`config.mk`:
```
export PLATFORM = sky130hd
export DESIGN_NAME = frame_buffer_ex_lfsr8
export DESIGN_NICKNAME = d
export VERILOG_FILES = /design/src/rtl/frame_buffer_ex_pkg.sv /design/src/rtl/frame_buffer_ex_lfsr8.sv
export SDC_FILE = /design/constraint.sdc
export NUM_CORES = 1
export LEC_CHECK = 0
export CORE_UTILIZATION = 30
export CTS_BUF_LIST = sky130_fd_sc_hd__clkbuf_16
export DETAILED_ROUTE_END_ITERATION = 16
export DONT_BUFFER_PORTS = 1
export PLACE_DENSITY = 0.48
export SYNTH_ARGS = -nofsm -noshare
export SYNTH_HDL_FRONTEND = slang
export SYNTH_SLANG_ARGS = --single-unit
```
`constraint.sdc`:
```
create_clock -name clk -period 1.3 [get_ports clk]
set_input_delay 0.13 -clock clk [delete_from_list [all_inputs] [get_ports clk]]
set_output_delay 0.13 -clock clk [all_outputs]
set_load 0.05 [all_outputs]
```
`src/rtl/frame_buffer_ex_pkg.sv`:
```
// frame_buffer_ex_pkg
//   Shared definitions for the frame-buffer readback checker: FSM state
//   encoding, the default frame length, counter widths and the LFSR step.
package frame_buffer_ex_pkg;

    typedef enum logic [1:0] {
        ST_IDLE = 2'd0,
        ST_RUN  = 2'd1,
        ST_DONE = 2'd2
    } state_e;

    // 320x240 frame
    localparam int FRAME_LEN_DEFAULT = 76800;

    localparam int IDX_W = 17;
    localparam int ERR_W = 16;
    localparam logic [ERR_W-1:0] ERR_MAX = '1;

    // Galois LFSR, polynomial x^8+x^4+x^3+x^2+1: 0x20 -> 0x40 -> 0x80 -> 0x1D
    localparam logic [7:0] LFSR_TAPS = 8'h1D;

    function automatic logic [7:0] lfsr8_next(input logic [7:0] v);
        return {v[6:0], 1'b0} ^ (v[7] ? LFSR_TAPS : 8'h00);
    endfunction

endpackage

```
`src/rtl/frame_buffer_ex_lfsr8.sv`:
```
// frame_buffer_ex_lfsr8
//   8-bit Galois LFSR used as the expected-pixel generator.
//   clk, reset_n : clock, async active-low reset (register -> SEED)
//   enable       : 0 forces the register back to SEED
//   load, ldata  : synchronous parallel load (when enabled)
//   pause        : hold the current value (when enabled, not loading)
//   lfsr_out     : current register value
module frame_buffer_ex_lfsr8
    import frame_buffer_ex_pkg::*;
#(
    parameter logic [7:0] SEED = 8'h20
) (
    input  logic       clk,
    input  logic       reset_n,
    input  logic       enable,
    input  logic       load,
    input  logic       pause,
    input  logic [7:0] ldata,
    output logic [7:0] lfsr_out
);

    logic [7:0] lfsr_q, lfsr_d;

    always_comb begin
        lfsr_d = lfsr_q;
        if (!enable)
            lfsr_d = SEED;
        else if (load)
            lfsr_d = ldata;
        else if (!pause)
            lfsr_d = lfsr8_next(lfsr_q);
    end

    always_ff @(posedge clk or negedge reset_n) begin
        if (!reset_n)
            lfsr_q <= SEED;
        else
            lfsr_q <= lfsr_d;
    end

    assign lfsr_out = lfsr_q;

endmodule

```
==> summary.txt <==
Worst setup path
  – Setup slack, reg-to-reg: 240 ps
  – Worst path slowest cell: dfstp_2
  – Max incr delay on CP: 530 ps
  – Critical Path RT: 1170 ps
  – Worst Path Buf+Inv: 1
  – Crit path cell chain: buf_4
  – CP top delay family: flip-flops
  – Critical Path Start Type: flop
  – Critical Path AT: 950 ps
  – Endpoint class of the critical path: output port
  – Setup CP Type: reg2out
  – Worst-path maximum fanout: 3

Synthesis
  – Post-Syn Area: 485 um^2
  – Total number of yosys warnings: 0
  – FFs w/ async S/R, synth: 100%
  – Synth Instances: 40
  – Mux contribution to synthesized area: 11.6%
  – Simple logic cell fraction of the synthesized area: 16.5%
  – Syn_nets: 53
  – Largest family of logic cells by synthesized area: compound AO/OA/AOI/OAI gates
  – Most common cell in the synthesized netlist: dfrtp_1
  – Avg Cell Area, Syn: 12.1 um^2
  – Most frequent cells after synthesis: 7 x dfrtp_1, 5 x mux2_2, 4 x nand2b_1, 4 x o211a_1
  – Xor/xnor share of the synthesized area: 5.41%
  – Post-synth top area share: 36.1%
  – Sequential share of the synthesized area: 41.5%
  – Post-synthesis register bit count: 8
  – Yosys top cell by area: dfrtp_1
  – Top post-synthesis cells by area: dfrtp_1 36%, mux2_2 12%, o211a_1 8.2%
  – Post-synth top flop: dfrtp_1
  – Post-synthesis compound-gate area fraction: 18.8%
  – Yosys cell types: 17
  – Adder-cell share of the synthesized area: 0%
  – Post-synth EDFFs: 0

Cells and area
  – NumNets Final: 64
  – Fill cell count: 152
  – Sequential cell area: 201 um^2
  – # diodes: 0
  – Cell Count, Final, Fillers Out: 66
  – Area of the multi-input gates: 254 um^2
  – Fraction of layout cells with a size suffix above 1: 44.0%
  – Layout area overhead: 28.6%
  – Number of flip-flops in the largest register: 8

STA
  – Setup tns final: 0 ps
  – Setup Skew: 5.10 ps
  – Worst rel slew slack: 73.9%
  – Post-layout min period: 1080 ps
  – Final Max Tran Viols: 0
  – Unrepaired setup endpoints after global routing: no
  – Endpoints failing hold: 0
  – Final setup violation count: 0
  – Final hold slack: 19.9 ps
  – Worst slew pin tran: 390 ps
  – Final Cycle Share: 83.4%
  – Max Clk Rate: 923 MHz

Placed design
  – I/O Buffers: 0
  – GP Congestion: 0.677
  – Dpl cells: 61

Power and ir drop
  – Internal power: 744 uW
  – Worst vdd ir: 0.000539 V
  – Comb pwr share: 17.5%
  – Clock share of power: 53.4%
  – Pwr Density: 1590 mW/mm^2
  – Switching share of power: 25.1%
  – Leak: 0.000296 uW
  – Overall power: 992 uW
  – Sequential share of power: 29.1%
  – P_sw: 249 uW

Die
  – Core footprint: 0.00151 mm^2
  – Die H: 42.2 um
  – Die width: 42.2 um
  – Initial core utilization: 32.2%
  – Ports: 21
  – Die Area: 0.00178 mm^2
  – # rows: 14

Clocking
  – Num CTS Buffers: 3
  – CTS Root Buffer Type: clkbuf_16
  – Clk Latency, worst-skew pair: 240 ps
  – Clock Sinks: 8
  – Reg clk slew, reported paths: 40 ps
  – H-tree depth: 1
  – CTS tree: done
  – Setup bufs post-CTS: 0
  – Clk buf depth: 2

Detailed routing
  – DRC: 0
  – Via count: 347
  – Final ANT Viol Nets: 0
  – Total wire length: 991 um
  – Wire per inst: 15.0 um
  – DRT Pass-1 Iters: 2
  – Routed vias/inst: 5.26
  – Initial DRC count: 1

Global route
  – Initial antenna violation count: 0
  – Largest net degree at the start of global routing: 16
  – GRT overflow: 0
  – Total GRT Usage: 13.1%
  – Vias in the first global route: 396
  – Global-route wire length before repair: 1680 um

Outcome
  – Outcome: completed

Worst hold path
  – Worst hold path class: in2reg

Run
  – Max Cap Viol: 0
logic make-up after synthesis:
family | count (synthesis)
compound gates | 8
flops | 8
xor+xnor | 3
mux | 5
simple gates | 13
buf+inv | 3
power groups by stage:
stage / clock network, uW / registers (uW) / logic, uW
final: 530 / 289 / 173
after global placement: 0 / 291 / 167
after floorplan: 0 / 357 / 79.7
after detailed placement: 0 / 293 / 167
after CTS: 543 / 289 / 175
after global routing: 556 / 291 / 185
through the flow:
step | setup WS [ps] | area [um^2] | utilization [%]
6_report | 216 | 624 | 41.4
5_1_grt | 193 | 624 | 41.4
4_1_cts | 207 | 624 | 41.4
3_5_place_dp | 246 | 536 | 35.5
3_3_place_gp | 274 | 536 | 35.5
2_1_floorplan | 39.2 | 485 | -
what timing repair did:
action,CTS,global route
hold endpoints to repair,8,0
resized for setup,0,0
hold buffers,1,0
final cells by class:
class	count	share of cell area, %
flip-flops and latches	8	32.3
clock inverters	1	0.601
repair buffers	9	11.2
clock buffers	3	12.0
multi-input cells	29	40.7
well taps	16	3.21
worst paths after layout:
kind,startpoint,cells after the start,endpoint
worst max-delay path,lfsr_out[5],1,lfsr_out[5]
worst min-delay path,enable,1,lfsr_out[1]
worst max register to register,lfsr_out[7],2,lfsr_out[7]
worst min register to register,lfsr_out[4],2,lfsr_out[4]
max in group asynchronous,reset_n,1,lfsr_out[5]
min in group asynchronous,reset_n,1,lfsr_out[3]
layout by cell type, fill, tap and decap left out:
cell,n
nand2_1,3
nand2b_1,4
o221ai_2,2
dfrtp_1,7
o211a_1,4
buf_4,8
dlygate4sd3_1,1
clkbuf_16,3
dfstp_2,1
o22a_1,1
mux2_2,5
o211ai_2,1
xnor2_1,3
nand4b_1,1
nand3_1,3
nand2b_2,1
or3b_4,1
inv_1,1
layer usage:
layer  track usage [%]  share of wire (%)  vias to the layer above
met3              5.17                8.9                        4
met5                 0                  0                        -
met1              14.6                 41                      160
met2              19.4                 47                       16
met4              11.3                2.9                        0
li1                  -                  -                      167
Note: power is estimated with default switching activity, not from simulation.
